`config.mk`:
```
export PLATFORM = sky130hd
export DESIGN_NAME = conv_ctrl
export DESIGN_NICKNAME = d
export VERILOG_FILES = /design/src/rtl/conv_ctrl.sv
export SDC_FILE = /design/constraint.sdc
export NUM_CORES = 1
export LEC_CHECK = 0
export ABC_CLOCK_PERIOD_IN_PS = 11700
export CAP_MARGIN = 20
export CORE_UTILIZATION = 53
export CTS_CLUSTER_DIAMETER = 60
export DETAILED_ROUTE_END_ITERATION = 8
export PLACE_DENSITY = 0.94
export SYNTH_ARGS = -nofsm -noshare
export SYNTH_HDL_FRONTEND = slang
export SYNTH_SLANG_ARGS = --single-unit
```
`constraint.sdc`:
```
create_clock -name clk -period 11.7 [get_ports clk]
set_input_delay 2.34 -clock clk [delete_from_list [all_inputs] [get_ports clk]]
set_output_delay 2.34 -clock clk [all_outputs]
set_load 0.02 [all_outputs]
```
`src/rtl/conv_ctrl.sv`:
```
// Sequencer for a 3x3, stride-1, unpadded convolution over a row-major feature map.
// Fetches each window pixel by pixel, presents it to the datapath, and hands the result downstream.
module conv_ctrl #(
  parameter int unsigned IMG_H  = 8,
  parameter int unsigned IMG_W  = 8,
  parameter int unsigned ADDR_W = 6
) (
  input  logic              clk,
  input  logic              rst,
  input  logic              start,
  output logic              busy,
  output logic              done,
  output logic              ifm_rd_en,
  output logic [ADDR_W-1:0] ifm_addr,
  input  logic [7:0]        ifm_rdata,
  output logic [71:0]       conv_win,
  input  logic [23:0]       conv_result,
  output logic [23:0]       out_data,
  output logic              out_valid,
  input  logic              out_ready
);

  localparam int unsigned ROW_W = $clog2(IMG_H);
  localparam int unsigned COL_W = $clog2(IMG_W);
  localparam int unsigned K_W   = 4;
  localparam int unsigned PIX_W = 8;
  localparam int unsigned WIN_W = 72;
  localparam int unsigned RES_W = 24;

  localparam logic [ROW_W-1:0] LAST_ROW = ROW_W'(IMG_H - 3);
  localparam logic [COL_W-1:0] LAST_COL = COL_W'(IMG_W - 3);
  localparam logic [K_W-1:0]   LAST_K   = K_W'(8);

  typedef enum logic [2:0] {
    IDLE  = 3'd0,
    FETCH = 3'd1,
    DRAIN = 3'd2,
    CALC  = 3'd3,
    OUT   = 3'd4,
    FIN   = 3'd5
  } state_t;

  state_t             state_q, state_d;
  logic [ROW_W-1:0]   row_q, row_d;
  logic [COL_W-1:0]   col_q, col_d;
  logic [K_W-1:0]     k_q, k_d;
  logic               cap_vld_q;
  logic [K_W-1:0]     cap_k_q;

  logic               busy_d, done_d, rd_en_d, out_valid_d;
  logic [ADDR_W-1:0]  addr_d;
  logic [WIN_W-1:0]   win_d;
  logic [RES_W-1:0]   out_data_d;
  int unsigned        addr_full;

  // Next-state, counters and next values of every registered output.
  always_comb begin
    state_d     = state_q;
    row_d       = row_q;
    col_d       = col_q;
    k_d         = k_q;
    win_d       = conv_win;
    out_data_d  = out_data;
    addr_d      = ifm_addr;
    busy_d      = 1'b0;
    done_d      = 1'b0;
    rd_en_d     = 1'b0;
    out_valid_d = 1'b0;
    addr_full   = 32'd0;

    case (state_q)
      IDLE: begin
        if (start) begin
          state_d = FETCH;
          row_d   = '0;
          col_d   = '0;
          k_d     = '0;
        end
      end
      FETCH: begin
        if (k_q == LAST_K) begin
          state_d = DRAIN;
        end else begin
          k_d = k_q + K_W'(1);
        end
      end
      DRAIN: state_d = CALC;
      CALC: begin
        out_data_d = conv_result;
        state_d    = OUT;
      end
      OUT: begin
        if (out_ready) begin
          k_d = '0;
          if (row_q == LAST_ROW && col_q == LAST_COL) begin
            state_d = FIN;
          end else begin
            state_d = FETCH;
            if (col_q < LAST_COL) begin
              col_d = col_q + COL_W'(1);
            end else begin
              col_d = '0;
              row_d = row_q + ROW_W'(1);
            end
          end
        end
      end
      FIN:     state_d = IDLE;
      default: state_d = IDLE;
    endcase

    // Pixel read one cycle ago is on ifm_rdata now; drop it into its window slot.
    if (cap_vld_q) begin
      win_d[32'(cap_k_q) * PIX_W +: PIX_W] = ifm_rdata;
    end

    addr_full = (32'(row_d) + 32'(k_d) / 32'd3) * IMG_W + 32'(col_d) + 32'(k_d) % 32'd3;
    if (state_d == FETCH) begin
      addr_d = ADDR_W'(addr_full);
    end

    busy_d      = (state_d != IDLE);
    done_d      = (state_d == FIN);
    rd_en_d     = (state_d == FETCH);
    out_valid_d = (state_d == OUT);
  end

  // State, counters and registered outputs.
  always_ff @(posedge clk) begin
    if (rst) begin
      state_q   <= IDLE;
      row_q     <= '0;
      col_q     <= '0;
      k_q       <= '0;
      cap_vld_q <= 1'b0;
      cap_k_q   <= '0;
      busy      <= 1'b0;
      done      <= 1'b0;
      ifm_rd_en <= 1'b0;
      ifm_addr  <= '0;
      conv_win  <= '0;
      out_data  <= '0;
      out_valid <= 1'b0;
    end else begin
      state_q   <= state_d;
      row_q     <= row_d;
      col_q     <= col_d;
      k_q       <= k_d;
      cap_vld_q <= ifm_rd_en;
      cap_k_q   <= k_q;
      busy      <= busy_d;
      done      <= done_d;
      ifm_rd_en <= rd_en_d;
      ifm_addr  <= addr_d;
      conv_win  <= win_d;
      out_data  <= out_data_d;
      out_valid <= out_valid_d;
    end
  end

endmodule
```
==> metrics.csv <==
stage,metric,value,unit
drt,total wire length after detailed routing,15500,um
synthesis,part of the Yosys area used for sequential elements,45.2,%
clocking,cts bufs inserted,17,
clocking,number of buffers added to fix hold violations after cts,0,
critical_path,CP arrival,7.68,ns
sta,pin slew with the least headroom to its limit,0.870,ns
floorplan,starting density of the core,55.4,%
drt,via count,5189,
critical_path,category of the critical setup timing path,in2reg,
synthesis,synthesized instance count,654,
clocking,number of buffers on the longest clock path,2,
global_routing,via count of the first global-routing pass,5138,
sta,RSZ-0062 raised after global routing,no,
final_layout,number of nets in the finished design,837,
drt,first drt pass iteration count,5,
sta,final worst slack,4.43,ns
synthesis,yosys synthesis warning count,0,
drt,detail-routed net length per standard cell,16.7,um
synthesis,Mapped Avg Cell Area,8.39,um2
clocking,number of post-CTS setup repair buffers,0,
critical_path,largest driver fanout on the critical path,8,
critical_path,critical path data required time,12.10,ns
clocking,clock slew at reported path FFs,0.06,ns
status,result of the run,finished clean,
pwr,Net Sw Frac,22.5,%
sta,hold slack,0.451,ns
sta,final critical path time including I/O delays and setup,7.27,ns
clocking,post-cts sizing count,0,
synthesis,distinct cell type count of the synthesized netlist,60,
clocking,clock sinks,124,
pwr,net switching component of the power,0.240,mW
run,count of maximum capacitance violations,0,
pwr,final total power,1.07,mW
pwr,worst ir drop on vdd,0.0844,mV
floorplan,Std-Cell Core Area,0.00991,mm2
sta,"Hold Violations, Final",0,
sta,Peak Freq,137,MHz
clocking,CTS tree,done,
floorplan,floorplan row count,36,
synthesis,most frequently used cell type in the post-synthesis netlist,sky130_fd_sc_hd__dfxtp_1,
floorplan,Die Span X,104,um
global_routing,global-route wire length before repair,24900,um
synthesis,biggest area consumer among synthesized cells,sky130_fd_sc_hd__dfxtp_1,
synthesis,ranking of synthesized cells by area,"sky130_fd_sc_hd__dfxtp_1, sky130_fd_sc_hd__nor2_1, sky130_fd_sc_hd__a21oi_1",
pwr,Combinational Power Share,5.6,%
synthesis,"EDFF count, synth",0,
synthesis,number of flip-flops and latches in the synthesized netlist,124,
drt,Detailed Route Iter0 Violations,285,
place,port buffer count,141,
synthesis,fraction of registers with async set/reset,0,%
pwr,leakage power total,2.97,nW
global_routing,global routing usage summed across all routing layers,28.9,%
pwr,relative contribution of the clock network to total power,54.1,%
sta,final count of negative-setup-slack endpoints,0,
critical_path,Worst setup EP type,flip-flop,
global_routing,antenna violations before repair,0,
place,HPWL reported at the end of detailed placement,10500,um
critical_path,crit start category,primary input,
pwr,power density over cell area,140,mW/mm2
synthesis,"Net Count, Synth",710,
global_routing,maximum number of pins on one net before global-route repair,116,
drt,number of remaining DRC errors,0,
final_layout,share of post-route cells with drive strength above 1,6.05,%
clocking,cell at the root of the clock tree,sky130_fd_sc_hd__clkbuf_8,
floorplan,full die area,0.0108,mm2
floorplan,Top-Level Pins,142,
sta,Setup Total Neg Slack,0,ns
drt,average vias per placed instance,5.60,
critical_path,library cell contributing the largest single delay on the critical path,sky130_fd_sc_hd__clkdlybuf4s50_1,
place,worst setup slack before clock tree synthesis,4.00,ns
final_layout,total of fill cells in the finished design,644,
pwr,internal power,0.826,mW
place,placed instance area,0.00693,mm2
clocking,H-Tree Depth,4,
synthesis,mapped cell area,0.00549,mm2
final_layout,signed area change from the synthesized netlist to the final layout,38.5,%
sta,Max-slew headroom,42.0,%
final_layout,post-route cell area,0.00760,mm2
place,final weighted congestion in routability-driven placement,0.861,
global_routing,remaining global-route overflow,0,
critical_path,critical-path cell list,"clkdlybuf4s50_1, nor2_1, o311ai_1, and2_1, inv_1, ha_1, ha_1, nor2_1, o21ai_0, ha_1, a211o_1, nor3_2, mux2_2, ha_1, a21o_1, a21oi_1, o21bai_1, a21oi_1, xnor2_1, xnor3_1, xor2_1, o21a_1",
synthesis,Synth top area share,45.2,%
clocking,Worst-Skew Late Latency,0.51,ns
hold_path,Hold Path Class,reg2reg,
final_layout,ant diodes,0,
pwr,sequential group share of total power,40.3,%
sta,final slew viol count,0,
synthesis,most instantiated flip-flop cell in the synthesis netlist,sky130_fd_sc_hd__dfxtp_1,
sta,share of the clock period used by the worst path,62.2,%
critical_path,most numerous cell on the critical path,sky130_fd_sc_hd__ha_1,
critical_path,max incr delay on CP,0.54,ns
drt,final antenna-violating net count,0,
floorplan,y dimension of the die,104,um
synthesis,most numerous cell types in the synthesized netlist,"sky130_fd_sc_hd__dfxtp_1, sky130_fd_sc_hd__nor2_1, sky130_fd_sc_hd__nand2_1",
sta,worst clock skew,0.0120,ns
per-layer routing:
layer  vias to the layer above  share of wire (%)  GRT usage [%]
met5                         -                  0              0
met4                         0                2.7           12.0
met3                        41                6.8           6.36
met2                       237                 52           52.9
met1                      2449                 38           32.1
li1                       2462                  -              -
registers in the layout, summed over array words and instances (netlist names):
name       count
col_q          3
out_valid      1
ifm_addr       6
busy           1
conv_win      72
state_q        3
out_data      24
k_q            4
row_q          3
cap_k_q        4
done           1
cap_vld_q      1
ifm_rd_en      1
power by group through the flow:
stage,sequential (mW),clock (mW),combinational (mW)
3_3_place_gp,0.439,0,0.0556
2_1_floorplan,0.440,0,0.0285
5_1_grt,0.430,0.603,0.0636
4_1_cts,0.430,0.582,0.0577
6_report,0.430,0.577,0.0593
3_5_place_dp,0.439,0,0.0569
per-stage QoR:
step           instances  utilization, %
6_report             927            76.7
5_1_grt              927            76.7
4_1_cts              926            76.4
3_5_place_dp         894            69.9
3_3_place_gp         894            69.9
2_1_floorplan        654               -
critical path: cells and delay by family:
family | cells | cell delay (ns)
AO/OA/AOI/OAI | 8 | 1.70
XOR/XNOR | 3 | 0.70
adder cells (fa/ha/maj) | 4 | 1.03
buffers and inverters | 2 | 0.64
multiplexers | 1 | 0.39
AND/OR/NAND/NOR | 4 | 0.88
logic make-up after synthesis:
group | count (synthesis) | share of synthesized area, %
AOI/OAI and AO/OA | 118 | 13.1
muxes | 40 | 7.43
buffers and inverters | 57 | 4.17
xor gates and xnor gates | 10 | 1.85
DFF | 124 | 45.2
adders and majority gates | 20 | 4.83
and+or+nand+nor | 285 | 23.4
layout make-up:
class / instances / area [um2] / area share (%)
tap: 133 / 166 / 2.19
sequential: 124 / 2480 / 32.7
inverter: 22 / 82.6 / 1.09
clock inverter: 14 / 230 / 3.03
timing repair buffer: 143 / 1440 / 19.0
multi-input combinational: 473 / 2780 / 36.5
clock buffer: 18 / 418 / 5.50
final timing paths:
check	start	end	slack [ns]	depth (start not counted)
worst max-delay path	start	ifm_addr[5]$_SDFFE_PP0P_	4.43	22
worst min-delay path	out_data[23]$_SDFFE_PP0N_	out_data[23]$_SDFFE_PP0N_	0.45	2
worst max register to register	state_q[0]$_SDFF_PP0_	ifm_addr[5]$_SDFFE_PP0P_	6.02	22
worst min register to register	out_data[23]$_SDFFE_PP0N_	out_data[23]$_SDFFE_PP0N_	0.45	2
placed cells by master, fill, tap and decap left out, types with 4 or more instances in the layout:
| master | n |
|---|---|
| sky130_fd_sc_hd__clkdlybuf4s50_1 | 140 |
| sky130_fd_sc_hd__dfxtp_1 | 124 |
| sky130_fd_sc_hd__nor2_1 | 114 |
| sky130_fd_sc_hd__nand2_1 | 104 |
| sky130_fd_sc_hd__a21oi_1 | 84 |
| sky130_fd_sc_hd__mux2i_1 | 37 |
| sky130_fd_sc_hd__inv_1 | 21 |
| sky130_fd_sc_hd__ha_1 | 18 |
| sky130_fd_sc_hd__clkbuf_16 | 16 |
| sky130_fd_sc_hd__nand3_1 | 10 |
| sky130_fd_sc_hd__nor3_1 | 9 |
| sky130_fd_sc_hd__nor2b_1 | 9 |
| sky130_fd_sc_hd__o21ai_0 | 6 |
| sky130_fd_sc_hd__and3_1 | 6 |
| sky130_fd_sc_hd__and2_1 | 6 |
| sky130_fd_sc_hd__xor2_1 | 6 |
| sky130_fd_sc_hd__inv_6 | 6 |
| sky130_fd_sc_hd__bufinv_16 | 5 |
| sky130_fd_sc_hd__nand4_1 | 4 |
| sky130_fd_sc_hd__nand2b_1 | 4 |
Power figures use the tool's default switching activity.
